===== src/rtl/shift_unit.sv =====
// Pipelined log-depth shift/rotate unit with valid/ready handshake and bubble collapse.
// Optional rotate-left on op 11 is enabled by defining SHIFT_ROTATE_EN.
module shift_unit #(
    parameter int WIDTH     = 32,
    parameter int REG_EVERY = 1
) (
    input  logic                       clk,
    input  logic                       rst,
    input  logic                       in_valid,
    output logic                       in_ready,
    input  logic [WIDTH-1:0]           in_a,
    input  logic [$clog2(WIDTH)-1:0]   in_shamt,
    input  logic [1:0]                 in_op,
    output logic                       out_valid,
    input  logic                       out_ready,
    output logic [WIDTH-1:0]           out_c,
    output logic                       out_zero
);

    localparam int SW = $clog2(WIDTH);
    localparam int L  = (SW + REG_EVERY - 1) / REG_EVERY;
    localparam int PL = (L > 1) ? L - 1 : 1;

    localparam logic [1:0] OP_SRL = 2'b01;
    localparam logic [1:0] OP_SRA = 2'b10;
`ifdef SHIFT_ROTATE_EN
    localparam logic [1:0] OP_ROL = 2'b11;
`endif

    // One mux level: shift by a fixed power of two. SRA keeps replicating the
    // MSB, which stays equal to the original sign bit at every level.
    function automatic logic [WIDTH-1:0] shiftLevel(input logic [WIDTH-1:0] d,
                                                   input logic [1:0]       op,
                                                   input int unsigned      amt);
        logic [WIDTH-1:0] r;
        case (op)
            OP_SRL:  r = d >> amt;
            OP_SRA:  r = (d >> amt) | (d[WIDTH-1] ? ~({WIDTH{1'b1}} >> amt) : '0);
`ifdef SHIFT_ROTATE_EN
            OP_ROL:  r = (d << amt) | (d >> (WIDTH - amt));
`endif
            default: r = d << amt;
        endcase
        return r;
    endfunction

    logic [WIDTH-1:0] data_q  [L];
    logic [WIDTH-1:0] data_d  [L];
    logic [L-1:0]     valid_q;
    logic [L-1:0]     valid_d;
    logic [SW-1:0]    shamt_q [PL];
    logic [SW-1:0]    shamt_d [PL];
    logic [1:0]       op_q    [PL];
    logic [1:0]       op_d    [PL];
    logic             zero_q;
    logic             zero_d;
    logic [L-1:0]     advance;

    // Each stage applies its own group of REG_EVERY levels to the data coming
    // from the previous stage register (or the input port for stage 0).
    for (genvar k = 0; k < L; k++) begin : gStage
        logic [WIDTH-1:0] stageIn;
        logic [WIDTH-1:0] stageOut;
        logic [SW-1:0]    stageShamt;
        logic [1:0]       stageOp;
        logic             stageValid;

        if (k == 0) begin : gFirst
            assign stageIn    = in_a;
            assign stageShamt = in_shamt;
            assign stageOp    = in_op;
            assign stageValid = in_valid;
        end else begin : gRest
            assign stageIn    = data_q[k-1];
            assign stageShamt = shamt_q[k-1];
            assign stageOp    = op_q[k-1];
            assign stageValid = valid_q[k-1];
        end

        always_comb begin
            stageOut = stageIn;
            for (int j = 0; j < SW; j++) begin
                if ((j / REG_EVERY) == k && stageShamt[j]) begin
                    stageOut = shiftLevel(stageOut, stageOp, 32'd1 << j);
                end
            end
        end

        assign data_d[k]  = stageOut;
        assign valid_d[k] = stageValid;

        if (k < L - 1) begin : gCarry
            assign shamt_d[k] = stageShamt;
            assign op_d[k]    = stageOp;
        end
    end

    assign zero_d = (data_d[L-1] == '0);

    // A stage may load whenever some stage at or below it holds a bubble, or
    // the consumer is taking the output; this is the collapsed ready chain.
    always_comb begin
        logic bubbleBelow;
        advance     = '0;
        bubbleBelow = out_ready;
        for (int k = L - 1; k >= 0; k--) begin
            bubbleBelow = bubbleBelow || !valid_q[k];
            advance[k]  = bubbleBelow;
        end
    end

    // Stage registers; payload only loads with a valid operation so the output
    // keeps the last result when a bubble passes through.
    always_ff @(posedge clk) begin
        if (rst) begin
            valid_q <= '0;
            zero_q  <= 1'b0;
            for (int k = 0; k < L; k++) begin
                data_q[k] <= '0;
            end
            for (int k = 0; k < PL; k++) begin
                shamt_q[k] <= '0;
                op_q[k]    <= '0;
            end
        end else begin
            for (int k = 0; k < L; k++) begin
                if (advance[k]) begin
                    valid_q[k] <= valid_d[k];
                    if (valid_d[k]) begin
                        data_q[k] <= data_d[k];
                    end
                end
            end
            for (int k = 0; k < L - 1; k++) begin
                if (advance[k] && valid_d[k]) begin
                    shamt_q[k] <= shamt_d[k];
                    op_q[k]    <= op_d[k];
                end
            end
            if (advance[L-1] && valid_d[L-1]) begin
                zero_q <= zero_d;
            end
        end
    end

    assign in_ready  = advance[0];
    assign out_valid = valid_q[L-1];
    assign out_c     = data_q[L-1];
    assign out_zero  = zero_q;

endmodule

===== config.mk =====
export PLATFORM = sky130hd
export DESIGN_NAME = shift_unit
export DESIGN_NICKNAME = d
export VERILOG_FILES = /design/src/rtl/shift_unit.sv
export SDC_FILE = /design/constraint.sdc
export NUM_CORES = 1
export LEC_CHECK = 0
export CORE_ASPECT_RATIO = 1.75
export CORE_UTILIZATION = 50
export CTS_BUF_LIST = sky130_fd_sc_hd__clkbuf_8
export DETAILED_ROUTE_END_ITERATION = 8
export GPL_TIMING_DRIVEN = 0
export PLACE_DENSITY_LB_ADDON = 0.08
export SLEW_MARGIN = 40
export SYNTH_ARGS = -nofsm -noshare
export SYNTH_HDL_FRONTEND = slang
export SYNTH_SLANG_ARGS = --single-unit

===== constraint.sdc =====
create_clock -name clk -period 6 [get_ports clk]
set_clock_uncertainty 0.15 [all_clocks]
set_input_delay 1.2 -clock clk [delete_from_list [all_inputs] [get_ports clk]]
set_output_delay 1.2 -clock clk [all_outputs]
set_load 0.01 [all_outputs]

## Word level (Yosys, flattened, before mapping)

Memory sizes are Yosys's and may differ from the RTL's.
Cells that the tools add are included.

- Eq/ne operators: 10
- Muxes and demuxes: 62
- Bitwise logic cells: 18
- Reductions and logical operators: 16

Operators with widths:

| cell | count |
|---|---|
| two-way mux 32 bit | 15 |
| one-hot mux 32 bit (2 select lines) | 5 |
| two-way mux 1 bit | 34 |
| logical NOT 32 bit | 1 |
| OR 16 x 32 -> 32 bit | 1 |
| OR 24 x 32 -> 32 bit | 1 |
| OR 28 x 32 -> 32 bit | 1 |
| OR 30 x 32 -> 32 bit | 1 |
| OR 31 x 32 -> 32 bit | 1 |
| two-way mux 5 bit | 4 |
| OR 1 bit | 13 |
| == test 2 x 1 -> 1 bit (second input constant) | 5 |
| == test 2 bit (second input constant) | 5 |
| two-way mux 2 bit | 4 |
| logical AND 1 bit | 5 |
| logical NOT 1 bit | 5 |
| logical OR 1 bit | 5 |

- Register bits after elaboration: 6
- Memory bits (writable): 188
- Output and inout bits: 35
- Memories: 3

Memory list:

| memory | depth | bits a word | read ports | clocked after memory_dff | write ports | RTL line | source |
|---|---|---|---|---|---|---|---|
| data_q | 5 | 32 | 5 | 0 | 5 | 47 | `logic [WIDTH-1:0] data_q [L];` |
| shamt_q | 4 | 5 | 4 | 0 | 4 | 51 | `logic [SW-1:0] shamt_q [PL];` |
| op_q | 4 | 2 | 4 | 0 | 4 | 53 | `logic [1:0] op_q [PL];` |

## Depth between registers and ports, before layout

- Word-level depth: 11
- Depth in mapped cells: 9
- Mapped depth without buffers: 7

## Worst setup path after synthesis

Ideal clock, no wire load.

- Kind: input port to flip-flop
- From: in rst
- To: mem data_q[0][0], enable pin
- Setup time: 394 ps
- Arrival: 2556 ps
- Required time: 5456 ps
- Path slack: 2900 ps
- Stages on the path: 3
- Path through: clkbuf_1 clkbuf_1 nand2b_1

RTL lines:

| what | RTL line | source |
|---|---|---|
| start: declaration | 8 | `input logic rst,` |
| end: declaration | 47 |  |

## Worst setup path after layout

- From: in out_ready
- To: out in_ready

- Longest elaborated chain between the ends: 5

Ends and longest elaborated chain:

| what | RTL line | source |
|---|---|---|
| start: declaration | 15 | `input logic out_ready,` |
| logical OR 1 bit (5 in series) | 107 | `bubbleBelow = bubbleBelow \|\| !valid_q[k];` |
| end: declaration | 10 | `output logic in_ready,` |

Every way passes these cells.

==> impl_summary.md <==
Timing
Static timing analysis puts the maximum clock frequency at 251 MHz. The tightest hold margin is around 0.38 ns. The number of endpoints with negative hold slack in the final report is 0. The final count of negative-setup-slack endpoints is 0. Dividing the final minimum period by the clock period gives 66.5%. The relative max-transition margin is 39.8%.

The number of pins exceeding their max-slew limit in the final report is 0. The transition time at the pin with the least slew margin is ~0.90 ns. The post-route minimum period is 3.99 ns. Setup repair after global routing left no endpoint under its margin. The setup TNS is 0 ns.

Clock network
For the worst-skew pair, the clock arrives at the later sink with an insertion delay of 0.48 ns. The clock passes through at most 2 buffers. The number of levels the H-tree was split into is 4. Clock tree synthesis inserted a total of 17 buffers. The number of gates resized after CTS is 0. TritonCTS built the clock tree. Clock-pin slew was measured on the worst setup and hold paths at 0.09 ns.

The hold buffer count at CTS is 0. The root buffer cell chosen for the clock tree is sky130_fd_sc_hd__clkbuf_8. Counting every sink on the clock net gives 184. The post-CTS setup repair buffer count is 0.

Floorplanning
The floorplan step defined a die boundary enclosing 20700 µm². The die is 189 µm tall. 78 I/O pins were placed.

The cell row count is 68. The region available for standard cell placement spans 19700 µm². The effective utilization at floorplan is just over 50%.

The die is 109 µm wide.

Status
The flow ran to the end, and the final reports show no timing, DRC or antenna violations.

Place
The global placement routability congestion is a little over 0.9. The detailed placer's ending HPWL is about 22000 µm. Input and output buffers added on the ports amount to 76.

Detailed routing
The routed design has 27000 µm of wire. The routed length per placed instance is approximately 21 µm. Detailed routing inserted a total of 7503 vias. The first detailed-routing pass ran for 5 iterations. In the routed design, unresolved DRC markers number 0.

The initial detailed-routing violation count is between 300 and 400. The mean number of vias per cell is 5.94. The count of nets left with antenna violations once routing finished came out at 0.

Setup path
The maximum fanout along the worst path is 5. STA puts the critical path data required time at 4.65 ns. The sort of element at the start of the critical path is an input port. The start of the worst register-to-register path is op_q[2][0]. For flop-to-flop paths, the worst setup slack is 3.00 ns. The critical path is of the input port to output pin type. Together, buffers and inverters on the worst path number 2. The biggest cell delay along the critical path is around 0.5 ns. The worst reg2reg path depth is 7. The family of cells with the greatest summed delay on the critical path is buffers and inverters. The standard cell with the maximum stage delay on the critical path is sky130_fd_sc_hd__clkdlybuf4s50_1. The worst flop-to-flop path endpoint is data_q[0][109]. STA classifies the critical path endpoint as an output pin. The signal on the critical path passes through clkdlybuf4s50_1 > and4b_4 > nand3_2 > clkdlybuf4s50_1. In this design, the critical path's most frequently occurring cell is sky130_fd_sc_hd__clkdlybuf4s50_1.

At the worst endpoint, the arrival time is 2.64 ns.

Yosys
The synthesized netlist occupies a cell area of 10000 µm². Among all flip-flop cells after synthesis, the most frequent one is sky130_fd_sc_hd__edfxtp_1. The post-synthesis net count is 964.

The library cell with the highest instance count after synthesis is sky130_fd_sc_hd__edfxtp_1. The share of synthesized area in the top cell type comes to 53.3%. The distinct cell type count of the synthesized netlist is 40. The number of cells produced by synthesis is 911. Each instance of the synthesized netlist takes up on average 11.0 µm². For this run, asynchronously set or reset flops after synthesis account for 0%.

Yosys attributes the largest share of cell area to sky130_fd_sc_hd__edfxtp_1 53%, sky130_fd_sc_hd__a211oi_2 8.0%, sky130_fd_sc_hd__a22oi_1 7.3%. The number of flip-flops and latches in the synthesized netlist is between 150 and 200. By count the netlist is led by 178 x sky130_fd_sc_hd__edfxtp_1, 164 x sky130_fd_sc_hd__nor2_1, 97 x sky130_fd_sc_hd__a22oi_1, 64 x sky130_fd_sc_hd__a211oi_2, 59 x sky130_fd_sc_hd__clkbuf_1. The synthesized design spends more area on one cell type than any other, namely sky130_fd_sc_hd__edfxtp_1. The count of flip-flops with a built-in enable after synthesis is 178. For this run, the number of Yosys warnings is 0. The sequential area share after synthesis is 54.5%.

GRT
The via count of the first global-routing pass is between 7000 and 8000. Across every metal layer, demand over resource in global routing totals 27.7%. The sum of overflow across all layers after global routing is 0. The number of antenna violations at the first check in global routing was 0. The first global-routing pass estimated 41000 µm of wire.

Entering global routing, the biggest net connects 33 pins.

Worst hold path
Counting instances, the worst hold path has a depth of 1. The class of the most critical hold timing path is flop to flop. For hold timing, the worst endpoint is shamt_q[3][4]. The origin of the worst min-delay path is shamt_q[2][4].

Pwr
The share of total power in sequential cells is 55.4%. In this run the power density over the cells is between 200 and 300 nW/µm². The leakage power is around 4 nW. Of the total power, the share spent switching nets is 30.1%. The share of total power in combinational logic is between 15 and 20%.

The worst-case IR drop observed on VDD is roughly 0.13 mV. Per report_power, the clock group accounts for 27.5% of the total. Summed over all nets, the switching power comes to 875 µW. Cell internal power was estimated by the tool at 2.03 mW.

Layout
In the final design database the tool counted 1059 nets. In the final layout, the share of cells above drive strength 1 is 15.7%. From synthesis to final layout, the design area changed by 14.4%. The filler cell count is 1730. The number of diodes added for antenna fixing is 0.

Run
The max-capacitance violation count is 0.
## metal layers
| layer | part of all wire [%] | global-route usage, % |
|---|---|---|
| met4 | 8.7 | 24.7 |
| met1 | 28 | 20.7 |
| met5 | 0 | 0 |
| met3 | 2.4 | 3.27 |
| met2 | 61 | 56.2 |
## kinds of logic (layout without fill, tap and decap cells)
logic type	after synthesis	in the layout	synth area share [%]
AOI/OAI and AO/OA	277	277	22.4
adders and majority gates	10	10	1.25
DFF	184	184	54.5
and+or+nand+nor	312	312	14.6
buffers and inverters	128	235	7.28
## worst max-delay path by stage
stage,start,depth (start not counted),end
after global placement,rst,4,data_q[0][5]
after floorplan,rst,3,data_q[0][0]
after global routing,out_ready,4,in_ready
after detailed placement,in_op[0],8,data_q[0][0]
after CTS,out_ready,4,in_ready
final,out_ready,4,in_ready
## layout by cell type (no fill, tap or decap), types with 17 or more instances in the layout
master / netlist / final
sky130_fd_sc_hd__a211oi_1: 34 / 34
sky130_fd_sc_hd__a211oi_2: 64 / 64
sky130_fd_sc_hd__a21oi_1: 51 / 51
sky130_fd_sc_hd__a22oi_1: 97 / 97
sky130_fd_sc_hd__buf_4: 35 / 35
sky130_fd_sc_hd__clkbuf_1: 59 / 59
sky130_fd_sc_hd__clkbuf_8: 0 / 17
sky130_fd_sc_hd__clkdlybuf4s50_1: 0 / 76
sky130_fd_sc_hd__edfxtp_1: 178 / 178
sky130_fd_sc_hd__nand2_1: 22 / 22
sky130_fd_sc_hd__nand2b_1: 20 / 19
sky130_fd_sc_hd__nand3_1: 18 / 18
sky130_fd_sc_hd__nor2_1: 164 / 164
sky130_fd_sc_hd__nor2b_1: 30 / 30
sky130_fd_sc_hd__nor3_1: 19 / 19
## stage by stage
step	instance area, µm²	std cells	utilization [%]	total power [mW]	setup WS [ns]
2_1_floorplan	10000	911	-	1.93	2.90
3_3_place_gp	11100	1232	56.5	2.13	1.80
3_5_place_dp	11100	1232	56.5	2.13	2.01
4_1_cts	11500	1263	58.4	2.91	2.01
5_1_grt	11500	1263	58.4	3.01	1.96
6_report	11500	1263	58.4	2.91	2.01
## worst reg2reg max path, stage by stage (launching register included)
cell	delay (ns)
sky130_fd_sc_hd__edfxtp_1	0.42
sky130_fd_sc_hd__inv_1	0.08
sky130_fd_sc_hd__ha_1	0.22
sky130_fd_sc_hd__clkbuf_1	0.29
sky130_fd_sc_hd__nor2_1	0.67
sky130_fd_sc_hd__clkbuf_1	0.50
sky130_fd_sc_hd__a22oi_1	0.13
sky130_fd_sc_hd__a211oi_1	0.35
## layout make-up
type / count / area (µm²) / share of cell area, %
plain buffers: 113 / 674 / 5.87
multi-input cells: 599 / 3850 / 33.5
inverters: 15 / 56.3 / 0.490
well taps: 245 / 307 / 2.67
clock inverters: 14 / 135 / 1.18
repair buffers: 76 / 761 / 6.63
flip-flops and latches: 184 / 5470 / 47.6
clock buffers: 17 / 234 / 2.04
## power groups by stage
| stage | registers, mW | logic [mW] | clock network [mW] |
|---|---|---|---|
| CTS | 1.61 | 0.497 | 0.810 |
| detailed placement | 1.64 | 0.496 | 0 |
| global placement | 1.64 | 0.488 | 0 |
| finish | 1.61 | 0.499 | 0.800 |
| global route | 1.62 | 0.545 | 0.850 |
| floorplan | 1.59 | 0.341 | 0 |
## sequential cells by signal (all words and copies together), names as in the netlist
name / cells
data_q: 160
shamt_q: 10
op_q: 8
valid_q: 5
out_zero: 1
Note: power is estimated with default switching activity, not from simulation.
